[src/rtl/line_mem_arbiter.sv]
// line_mem_arbiter: N-channel line arbiter that serialises whole-line requests into memory bursts.
// Define LINE_ARB_FIXED_PRIO_EN to make the lowest-index channel win instead of round-robin.
module line_mem_arbiter #(
   parameter int NUM_CH  = 2,
   parameter int LINE_W  = 256,
   parameter int BURST_W = 64,
   parameter int ADDR_W  = 32
) (
   input  logic                       clk,
   input  logic                       rst,
   input  logic [NUM_CH-1:0]          ch_read,
   input  logic [NUM_CH-1:0]          ch_write,
   input  logic [NUM_CH*ADDR_W-1:0]   ch_addr,
   input  logic [NUM_CH*LINE_W-1:0]   ch_wdata,
   output logic [LINE_W-1:0]          ch_rdata,
   output logic [NUM_CH-1:0]          ch_resp,
   output logic [ADDR_W-1:0]          mem_addr,
   output logic                       mem_read,
   output logic                       mem_write,
   output logic [BURST_W-1:0]         mem_wdata,
   input  logic [BURST_W-1:0]         mem_rdata,
   input  logic                       mem_resp
);
   localparam int BEATS = LINE_W / BURST_W;
   localparam int OFS   = $clog2(LINE_W / 8);
   localparam int CW    = NUM_CH > 1 ? $clog2(NUM_CH) : 1;
   localparam int BW    = BEATS > 1 ? $clog2(BEATS) : 1;

   typedef enum logic [1:0] {IDLE, RD_BURST, WR_BURST, DONE} state_t;

   state_t                        state_q, state_d;
   logic [CW-1:0]                 grant_q, grant_d, pick;
   logic [BW-1:0]                 idx_q, idx_d;
   logic [ADDR_W-1:0]             mem_addr_q;
   logic [BEATS-1:0][BURST_W-1:0] wbuf_q, rdata_q;
   logic [NUM_CH-1:0][ADDR_W-1:0] addr_v;
   logic [NUM_CH-1:0][LINE_W-1:0] wdata_v;
   logic [NUM_CH-1:0]             req;
   logic                          found, last;

   assign addr_v   = ch_addr;
   assign wdata_v  = ch_wdata;
   assign req      = ch_read | ch_write;
   assign last     = idx_q == BW'(BEATS - 1);
   assign ch_rdata = rdata_q;
   assign mem_addr = mem_addr_q;

`ifdef LINE_ARB_FIXED_PRIO_EN
   always_comb begin
      pick  = '0;
      found = 1'b0;
      for (int i = NUM_CH - 1; i >= 0; i--)
         if (req[CW'(i)]) begin
            pick  = CW'(i);
            found = 1'b1;
         end
   end
`else
   logic [CW-1:0] rr_q, rr_d;
   int            rot;

   assign rr_d = grant_q == CW'(NUM_CH - 1) ? '0 : grant_q + 1'b1;

   // Scan channels starting at the pointer, wrapping without a modulo operator.
   always_comb begin
      pick  = '0;
      found = 1'b0;
      rot   = 0;
      for (int i = 0; i < NUM_CH; i++) begin
         rot = int'(rr_q) + i;
         rot = rot >= NUM_CH ? rot - NUM_CH : rot;
         if (!found && req[CW'(rot)]) begin
            pick  = CW'(rot);
            found = 1'b1;
         end
      end
   end

   always_ff @(posedge clk or posedge rst)
      if (rst) rr_q <= '0;
      else if (state_q == DONE) rr_q <= rr_d;
`endif

   always_comb begin
      state_d   = state_q;
      grant_d   = grant_q;
      idx_d     = idx_q;
      mem_read  = state_q == RD_BURST;
      mem_write = state_q == WR_BURST;
      mem_wdata = mem_write ? wbuf_q[idx_q] : '0;
      ch_resp   = state_q == DONE ? NUM_CH'(1) << grant_q : '0;
      case (state_q)
         IDLE: if (found) begin
            state_d = ch_write[pick] ? WR_BURST : RD_BURST;
            grant_d = pick;
            idx_d   = '0;
         end
         RD_BURST, WR_BURST: if (mem_resp) begin
            state_d = last ? DONE : state_q;
            idx_d   = last ? '0 : idx_q + 1'b1;
         end
         default: state_d = IDLE;
      endcase
   end

   always_ff @(posedge clk or posedge rst)
      if (rst) state_q <= IDLE;
      else state_q <= state_d;

   always_ff @(posedge clk or posedge rst) begin
      if (rst) begin
         grant_q    <= '0;
         idx_q      <= '0;
         mem_addr_q <= '0;
         wbuf_q     <= '0;
         rdata_q    <= '0;
      end else begin
         grant_q <= grant_d;
         idx_q   <= idx_d;
         if (state_q == IDLE && found) begin
            mem_addr_q <= addr_v[pick] & ~ADDR_W'((1 << OFS) - 1);
            if (ch_write[pick]) wbuf_q <= wdata_v[pick];
         end
         // The assembled line stays visible until a later read overwrites it.
         if (state_q == RD_BURST && mem_resp) rdata_q[idx_q] <= mem_rdata;
      end
   end
endmodule

[config.mk]
export PLATFORM = sky130hd
export DESIGN_NAME = line_mem_arbiter
export DESIGN_NICKNAME = d
export VERILOG_FILES = /design/src/rtl/line_mem_arbiter.sv
export SDC_FILE = /design/constraint.sdc
export NUM_CORES = 1
export LEC_CHECK = 0
export ABC_AREA = 0
export BUFFER_PORTS_ARGS = -buffer_cell sky130_fd_sc_hd__buf_2
export CAP_MARGIN = 40
export CELL_PAD_IN_SITES_DETAIL_PLACEMENT = 0
export CELL_PAD_IN_SITES_GLOBAL_PLACEMENT = 2
export CORE_AREA = 2 2 388 390
export CTS_CLUSTER_DIAMETER = 40
export CTS_CLUSTER_SIZE = 25
export DETAILED_ROUTE_END_ITERATION = 8
export DIE_AREA = 0 0 390 392
export GPL_TIMING_DRIVEN = 0
export PLACE_DENSITY_LB_ADDON = 0.05
export SLEW_MARGIN = 15
export SYNTH_ARGS = -nofsm -noshare
export SYNTH_HDL_FRONTEND = slang
export SYNTH_SLANG_ARGS = --single-unit
[constraint.sdc]
create_clock -name clk -period 24.2 [get_ports clk]
set_input_delay 0 -clock clk [delete_from_list [all_inputs] [get_ports clk]]
set_output_delay 0 -clock clk [all_outputs]
set_load 0.02 [all_outputs]
==> impl_metrics.toml, run 1 <==
[status]
status = "completed"

[cells_and_area]
fin_util_pct = 30.0
drive_above_1_share_pct = 59.9
finalInstanceArea_um2 = 44700
layout_common_cells = "buf_2 (1067), mux2_2 (768), dlygate4sd3_1 (658)"
fin_cells = 5564
final_common_cell = "buf_2"
fillCellCount = 15500
nNetsFinal = 4156
syn2layout_area_growth_pct = 75.6

[power_and_ir_drop]
p_seq_share_pct = 26.7
p_leak_nw = 20.6
finalPower_mw = 5.95
power.density_nw_per_um2 = 133
p_comb_share_pct = 40.8
power.internal_mw = 3.86
ir_worst_vdd_v = 0.0000635
clkPwrFrac_pct = 32.5
p_sw_share_pct = 35.2
p_switching_mw = 2.09

[floorplanning]
die_area_um2 = 153000
core_area_um2 = 149000
rows = 142
ios = 1003
die-width_um = 390
initial_core_util_pct = 17.1
fp.dieH_um = 392

[grt]
grt_pass1_vias = 25200
grt_pass1_wl_mm = 181
grtUsageTotal_pct = 16.7
grt_max_degree = 94
overflow = 0
antenna_found_initial = 35

[timing]
finalCritPeriodShare_pct = 14.9
tns_ns = 0
slew_headroom_pct = 43.7
setup_viol = 0
rsz0062_at_grt = "false"
period_needed_ns = 3.61
worst_slew_pin_slew_ns = 0.845
fmax_ghz = 0.277
hold_ws_ns = 0.0710
layout_setup_ws_ns = 20.59
drv_slew = 0
clock_skew_ns = 0.0344
hold_viol_final = 0

[synthesis]
syn_area_um2 = 25500
synth-seq-cells = 545
synthDistinctLibCells = 32
synth_top_area_share_pct = 53.6
yosysWarningCount = 0
avgSynthCellArea_um2 = 15.0
syn_inst = 1692
ys_top_cells_by_area = "dfrtp_1 (54%), mux2_2 (34%), mux4_2 (5.7%), and2_1 (1.6%), buf_2 (1.6%)"
ys_seq_area_share_pct = 53.6
yosysTopAreaCell = "dfrtp_1"

[place]
place_area_um2 = 33200
port-buffer-count = 985
gp_congestion = 0.793
dp.cells = 4644
hpwl_mm = 101
place_ws_ns = 20.76

[setup_path]
start_kind = "flop"
worst-setup-path-type = "reg2reg"
worst-endpoint-required_ns = 24.80
critPathArrivalTime_ns = 4.21
worstSetupEndpointType = "flop"
cp_max_fo = 10

[routing]
routedWlPerCell_um = 23.4
drtIter0Drc = 531
drc = 0
antenna_left = 0
num_vias = 21800
drt-vias-per-instance = 3.92
wl_mm = 130
first_pass_iters = 4

[hold_path]
hp-class = "in2reg"

[clock_tree]
root_buffer = "clkbuf_16"
cts_tree = "built"
clkTransAtPathRegs_ns = 0.05
cts_resized = 0
clock_sinks = 545
numCtsBuffers = 140
clkLatencyLatePin_ns = 0.76
cts.path.max_buffers = 3
cts_max_level = 4

[run]
drv_cap = 0
## registers in the layout (all words and copies together) (netlist names)
name / count
ch_rdata: 256
grant_q: 1
idx_q: 2
mem_addr: 27
rr_q: 1
state_q: 2
wbuf_q: 256
## final timing paths
check / start / end / slack [ns] / cells after the start
min: mem_rdata[33] / ch_rdata[225] / 0.07 / 3
max in group asynchronous: rst / wbuf_q[42] / 21.91 / 7
min in group asynchronous: rst / ch_rdata[170] / 0.45 / 4
max reg2reg: rr_q / wbuf_q[66] / 20.59 / 8
min reg2reg: mem_addr[19] / mem_addr[19] / 0.48 / 2
max: rr_q / wbuf_q[66] / 20.59 / 8
## Yosys cell counts
cell type	instances
nor2_1	1
and2_1	66
buf_1	5
a211o_1	1
nor3b_1	1
inv_2	1
dfrtp_1	545
or3b_2	1
nor2b_1	3
conb_1	1
ha_1	8
clkbuf_1	23
inv_1	6
a221oi_1	1
mux4_2	64
o21ai_0	29
a21oi_1	3
buf_4	8
o21a_1	1
buf_2	82
nor3_1	3
nand2b_1	1
o211ai_1	1
o21bai_1	1
nand3_1	7
mux2_2	768
a22o_1	1
nor3b_2	1
a21bo_2	1
nand2_1	28
o22ai_1	28
o21ai_1	2
## power by group through the flow
| stage | Clock [mW] | Sequential [mW] | Combinational (mW) |
|---|---|---|---|
| 4_1_cts | 1.99 | 1.59 | 2.51 |
| 5_1_grt | 2.04 | 1.65 | 2.61 |
| 3_5_place_dp | 0 | 1.60 | 2.28 |
| 3_3_place_gp | 0 | 1.59 | 2.25 |
| 2_1_floorplan | 0 | 1.82 | 1.11 |
| 6_report | 1.93 | 1.59 | 2.43 |
## per-layer routing
metal  global-route usage [%]  part of all wire [%]
met5                        0                  0.11
met4                     4.84                   2.3
met3                     6.51                   8.6
met2                     29.5                    50
met1                     18.6                    39
## cell families after synthesis
group | share of synthesized area, %
other | 0.0147
buffers and inverters | 2.36
DFF | 53.6
AOI/OAI and AO/OA | 1.59
adders and majority gates | 0.393
muxes | 39.6
and+or+nand+nor | 2.46
## final cells by class
type	count	area, um^2	share of cell area (%)
clock buffer	192	4020	8.99
clock inverter	58	898	2.01
sequential	545	13600	30.5
buffer	118	577	1.29
antenna	11	27.5	0.0616
timing repair buffer	1663	11900	26.5
multi-input combinational	1026	11200	25.1
tap	1944	2430	5.44
inverter	7	33.8	0.0755
## what timing repair did
item | 4_1_cts | 5_1_grt
setup buffers | 0 | 0
hold buffers | 658 | 0
endpoints found under the hold margin | 840 | 0
## worst max-delay path: stages, from the launching register on
cell           delay [ns]
dfrtp_1              0.43
o21ai_1              0.14
buf_4                0.21
clkbuf_1             0.43
buf_8                0.21
buf_2                0.59
mux2_2               0.47
dlygate4sd3_1        0.66
mux2_2               0.29
No activity file was read; power rests on OpenSTA's default activity.
==> run 2, diff against run 1 <==
Settings changed: ABC_AREA 0 to 1, CORE_AREA 2 2 388 390 to 2 2 392 394, DIE_AREA 0 0 390 392 to 0 0 394 396.
Clock period 24.2 ns to 3.7 ns, I/O delays scaled along.
==> impl_metrics.toml, run 2 <==
[grt]
antenna_found_initial = 26
grt_pass1_vias = 31700
overflow = 0
grtUsageTotal_pct = 20.3
grt_max_degree = 32
grt_pass1_wl_mm = 230

[synthesis]
syn_inst = 3255
synth_top_area_share_pct = 53.8
ys_top_cells_by_area = "dfrtp_1 (54%), o21ai_0 (17%), nand2_1 (12%), inv_1 (4.9%), nor2_1 (3.8%)"
synth.most_common_cell = "o21ai_0"
yosys-top-cells-count = "o21ai_0 (866), nand2_1 (814), dfrtp_1 (545), inv_1 (333), nor2_1 (260)"
synthDistinctLibCells = 21
syn_area_um2 = 25400
synth_top_flop_cell = "dfrtp_1"
yosysWarningCount = 0
avgSynthCellArea_um2 = 7.80
yosysTopAreaCell = "dfrtp_1"
synth-edff-count = 0
ys_seq_area_share_pct = 53.8
synth-seq-cells = 545
ys_async_sr_fraction_pct = 100

[cells_and_area]
finalInstanceArea_um2 = 45200
final_common_cell = "buf_2"
nNetsFinal = 5732
layout_common_cells = "buf_2 (1027), o21ai_0 (866), nand2_1 (814)"
syn2layout_area_growth_pct = 78.1
drive_above_1_share_pct = 25.6

[power_and_ir_drop]
p_seq_share_pct = 25.7
clkPwrFrac_pct = 33.4
p_leak_nw = 22.8
ir_worst_vdd_v = 0.000438
finalPower_mw = 39.5
p_comb_share_pct = 40.9
p_switching_mw = 16.2
p_sw_share_pct = 40.9
power.density_nw_per_um2 = 874
power.internal_mw = 23.3

[timing]
slew_headroom_pct = 45.0
rsz0062_at_grt = "false"
fmax_ghz = 0.282
finalCritPeriodShare_pct = 95.9
clock_skew_ns = 0.0379
drv_slew = 0
hold_viol_final = 0
setup_viol = 0
period_needed_ns = 3.55
worst_slew_pin_slew_ns = 0.825

[place]
port-buffer-count = 986
gp_congestion = 0.785
place_area_um2 = 33500
hpwl_mm = 129

[setup_path]
worstPathCellList = "nand2_1, buf_2, clkbuf_1, o21ai_0, dlygate4sd3_1, o21ai_1"
worst-endpoint-required_ns = 4.36
cp_num_buf_inv = 3
worst-setup-path-type = "reg2reg"
worstSetupEndpointType = "flop"
slowest_delay_ns = 0.76
cp_max_fo = 10
start_kind = "flop"
crit_family = "buffers and inverters"
slowest_stage = "buf_2"
critPathArrivalTime_ns = 4.21

[floorplanning]
initial_core_util_pct = 16.7
ios = 1003
rows = 143
die-width_um = 394
fp.dieH_um = 396
core_area_um2 = 152000
die_area_um2 = 156000

[clock_tree]
clkLatencyLatePin_ns = 0.75
cts_max_level = 4
cts_setup_buffers = 0
root_buffer = "clkbuf_16"
clkTransAtPathRegs_ns = 0.05
cts_tree = "built"
cts_resized = 0
numCtsBuffers = 142
clock_sinks = 545
cts.path.max_buffers = 3

[routing]
drc = 0
first_pass_iters = 5
num_vias = 29100
wl_mm = 160
drtIter0Drc = 1257
antenna_left = 0
drt-vias-per-instance = 4.03
routedWlPerCell_um = 22.2

[status]
status = "completed"

[run]
drv_cap = 0

[hold_path]
hp-class = "in2reg"
-- run 2: cell count changes after synthesis, moves of 46 or more --
| cell | delta |
|---|---|
| buf_2 | -46 |
| inv_1 | +327 |
| and2_1 | -66 |
| a21oi_1 | +89 |
| o21ai_0 | +837 |
| nand2_1 | +786 |
| nor2_1 | +259 |
| mux4_2 | -64 |
| clkbuf_1 | +146 |
| o21ai_1 | +85 |
| mux2_2 | -768 |
-- run 2: final cells by class --
cell class / instances / area (um^2)
Clock buffer: 198 / 4130
Fill cell: 17000 / 106000
Clock inverter: 65 / 1000
Timing Repair Buffer: 1676 / 12100
Buffer: 232 / 1030
Inverter: 336 / 1260
Tap cell: 2030 / 2540
Multi-Input combinational cell: 2144 / 9450
Antenna cell: 10 / 25.0
Sequential cell: 545 / 13600
-- run 2: worst paths after layout --
| path | from | end | slack (ns) | depth (start not counted) |
|---|---|---|---|---|
| min in group asynchronous | rst | ch_rdata[31] | 0.46 | 4 |
| worst min register to register | wbuf_q[210] | wbuf_q[210] | 0.47 | 2 |
| worst max register to register | rr_q | wbuf_q[190] | 0.15 | 6 |
| worst min-delay path | ch_addr[63] | mem_addr[31] | 0.08 | 4 |
| worst max-delay path | rr_q | wbuf_q[190] | 0.15 | 6 |
| max in group asynchronous | rst | wbuf_q[90] | 1.69 | 9 |
-- run 2: layer usage --
metal  global-route usage (%)  routed length [um]  vias up  share of wire (%)
li1                         -                   -    14100                  -
met1                     25.0               69500    14000                 43
met2                     35.6               79600      832                 50
met3                     5.04                8710      172                5.4
met4                     4.15                2480        8                1.5
met5                        0                  57        -              0.036
-- run 2: worst reg2reg max path, delay by kind of cell, from the launching register on --
kind            cells  cell delay [ns]
buf+inv             3             2.09
simple gates        1             0.62
flops               1             0.42
compound gates      2             0.35
-- run 2: logic make-up after synthesis --
logic type | share of synthesized area, %
flops | 53.8
compound gates | 20.6
fa+ha+maj | 0.395
simple gates | 16.1
other cells | 0.0148
buf+inv | 9.06
-- run 2: power by group through the flow --
stage                     clock, mW  combinational (mW)  sequential (mW)
final                          13.2                16.2             10.2
after global routing           13.8                18.0             10.5
after CTS                      13.5                16.7             10.2
after detailed placement          0                14.8             10.2
after global placement            0                14.6             10.3
after floorplan                   0                6.28             11.4
-- run 2: what timing repair did --
item | CTS | global route
setup endpoints to repair | 13 | 0
hold buffers | 648 | 0
endpoints found under the hold margin | 719 | 0
-- run 2: through the flow --
step / cells / setup WS [ns] / hold WS (ns) / setup TNS [ns] / utilization, %
finish: 7236 / 0.151 / 0.0811 / 0 / 29.8
global route: 7230 / 0.00564 / 0.0752 / 0 / 29.8
CTS: 7224 / 0.0620 / 0.00196 / 0 / 29.8
detailed placement: 6315 / -0.0166 / 0.124 / -0.0248 / 22.1
global placement: 6275 / -9.10 / 0.285 / -4918.44 / 21.7
floorplan: 3259 / -3.71 / 0.185 / -2024.08 / -
==> run 3, diff against run 2 <==
==> constraint.sdc (replaced) <==
create_clock -name clk -period 3.7 [get_ports clk]
set_input_delay 0.185 -clock clk [delete_from_list [all_inputs] [get_ports clk]]
set_output_delay 0.185 -clock clk [all_outputs]
set_load 0.02 [all_outputs]
==> impl_metrics.toml, run 3 (synthesis results as in run 2) <==
[status]
status = "completed"

[setup_path]
slowest_stage = "buf_2"
start_kind = "flop"
reg2reg_slack_ns = 0.22
worst-endpoint-required_ns = 4.30
cp_max_fo = 10
rr_endpoint = "wbuf_q[136]"
worstSetupEndpointType = "flop"
critPathArrivalTime_ns = 4.08
worst-setup-path-type = "reg2reg"
reg2reg_depth = 8
slowest_delay_ns = 0.66
endpoint = "wbuf_q[136]"
startpoint = "rr_q"
regToRegStartpoint = "rr_q"
worstPathCellList = "nand2_1, buf_2, clkbuf_1, buf_6, nand2_1, o21ai_0, dlygate4sd3_1, o21ai_0"

[cells_and_area]
nNetsFinal = 5711
fillCellCount = 17000
multi_input_area_um2 = 9450
finalInstanceArea_um2 = 45000
syn2layout_area_growth_pct = 77.3
drive_above_1_share_pct = 25.8
seq_area_um2 = 13600
fin_util_pct = 29.7
layout_common_cells = "buf_2 (1026), o21ai_0 (866), nand2_1 (814)"
fin_cells = 7216
final_common_cell = "buf_2"

[power_and_ir_drop]
power.density_nw_per_um2 = 877
clkPwrFrac_pct = 33.5
ir_worst_vdd_v = 0.000442
p_leak_nw = 22.7
p_seq_share_pct = 25.7
p_sw_share_pct = 41.0
power.internal_mw = 23.3
p_switching_mw = 16.2
p_comb_share_pct = 40.8
finalPower_mw = 39.4

[routing]
drt-vias-per-instance = 4.03
routedWlPerCell_um = 22.2
wl_mm = 160
antenna_left = 0
drc = 0
first_pass_iters = 5
num_vias = 29000
drtIter0Drc = 1261

[timing]
layout_setup_ws_ns = 0.215
slew_headroom_pct = 45.2
setup_viol = 0
rsz0062_at_grt = "false"
clock_skew_ns = 0.0385
tns_ns = 0
hold_ws_ns = 0.00258
worst_slew_pin_slew_ns = 0.822
fmax_ghz = 0.287
period_needed_ns = 3.48
hold_viol_final = 0
finalCritPeriodShare_pct = 94.2
drv_slew = 0

[run]
drv_cap = 0

[floorplanning]
die-width_um = 394
die_area_um2 = 156000
core_area_um2 = 152000
ios = 1003
initial_core_util_pct = 16.7
fp.dieH_um = 396
rows = 143

[grt]
grt_pass1_wl_mm = 230
grtUsageTotal_pct = 20.3
antenna_found_initial = 25
grt_max_degree = 32
grt_pass1_vias = 31500
overflow = 0

[hold_path]
whs_path_depth = 5
hp-class = "in2reg"

[clock_tree]
numCtsBuffers = 142
clock_sinks = 545
root_buffer = "clkbuf_16"
cts.path.max_buffers = 3
cts_max_level = 4
clkLatencyLatePin_ns = 0.75
cts_setup_buffers = 0
clkTransAtPathRegs_ns = 0.05
cts_tree = "built"

[place]
dp.cells = 6315
gp_congestion = 0.785
port-buffer-count = 986
place_area_um2 = 33500
place_ws_ns = -0.0166
hpwl_mm = 129
## run 3: cell type report
class,count,share of cell area (%)
Buffer,234,2.33
Tap cell,2030,5.65
Sequential cell,545,30.3
Clock inverter,65,2.23
Antenna cell,11,0.0612
Timing Repair Buffer,1653,26.4
Multi-Input combinational cell,2144,21.0
Clock buffer,198,9.18
Inverter,336,2.81
## run 3: power groups by stage
stage | clock (mW) | sequential [mW] | combinational, mW
global route | 13.8 | 10.5 | 18.0
CTS | 13.5 | 10.2 | 16.7
finish | 13.2 | 10.2 | 16.1
detailed placement | 0 | 10.2 | 14.8
floorplan | 0 | 11.4 | 6.28
global placement | 0 | 10.3 | 14.6
## run 3: layer usage
layer	vias up	track usage, %	wire [um]
li1	14100	-	-
met1	13900	24.9	69400
met3	177	5.07	8680
met2	815	35.6	79800
met4	8	4.15	2530
met5	-	0	57
## run 3: what timing repair did
item | 4_1_cts | 5_1_grt
hold endpoints to repair | 620 | 1
resized for setup | 3 | 1
setup endpoints to repair | 18 | 2
hold buffers | 623 | 2
## run 3: worst min path at each step
stage / end / startpoint
4_1_cts: wbuf_q[254] / ch_wdata[254]
3_3_place_gp: wbuf_q[210] / wbuf_q[210]
6_report: wbuf_q[254] / ch_wdata[254]
5_1_grt: wbuf_q[254] / ch_wdata[254]
2_1_floorplan: mem_addr[23] / ch_addr[23]
3_5_place_dp: mem_addr[22] / rst
## run 3: critical path: cells and delay by family (launching register included)
| kind | cells | cell delay [ns] |
|---|---|---|
| buffers and inverters | 4 | 1.98 |
| AND/OR/NAND/NOR | 2 | 0.67 |
| flip-flops | 1 | 0.42 |
| AO/OA/AOI/OAI | 2 | 0.22 |
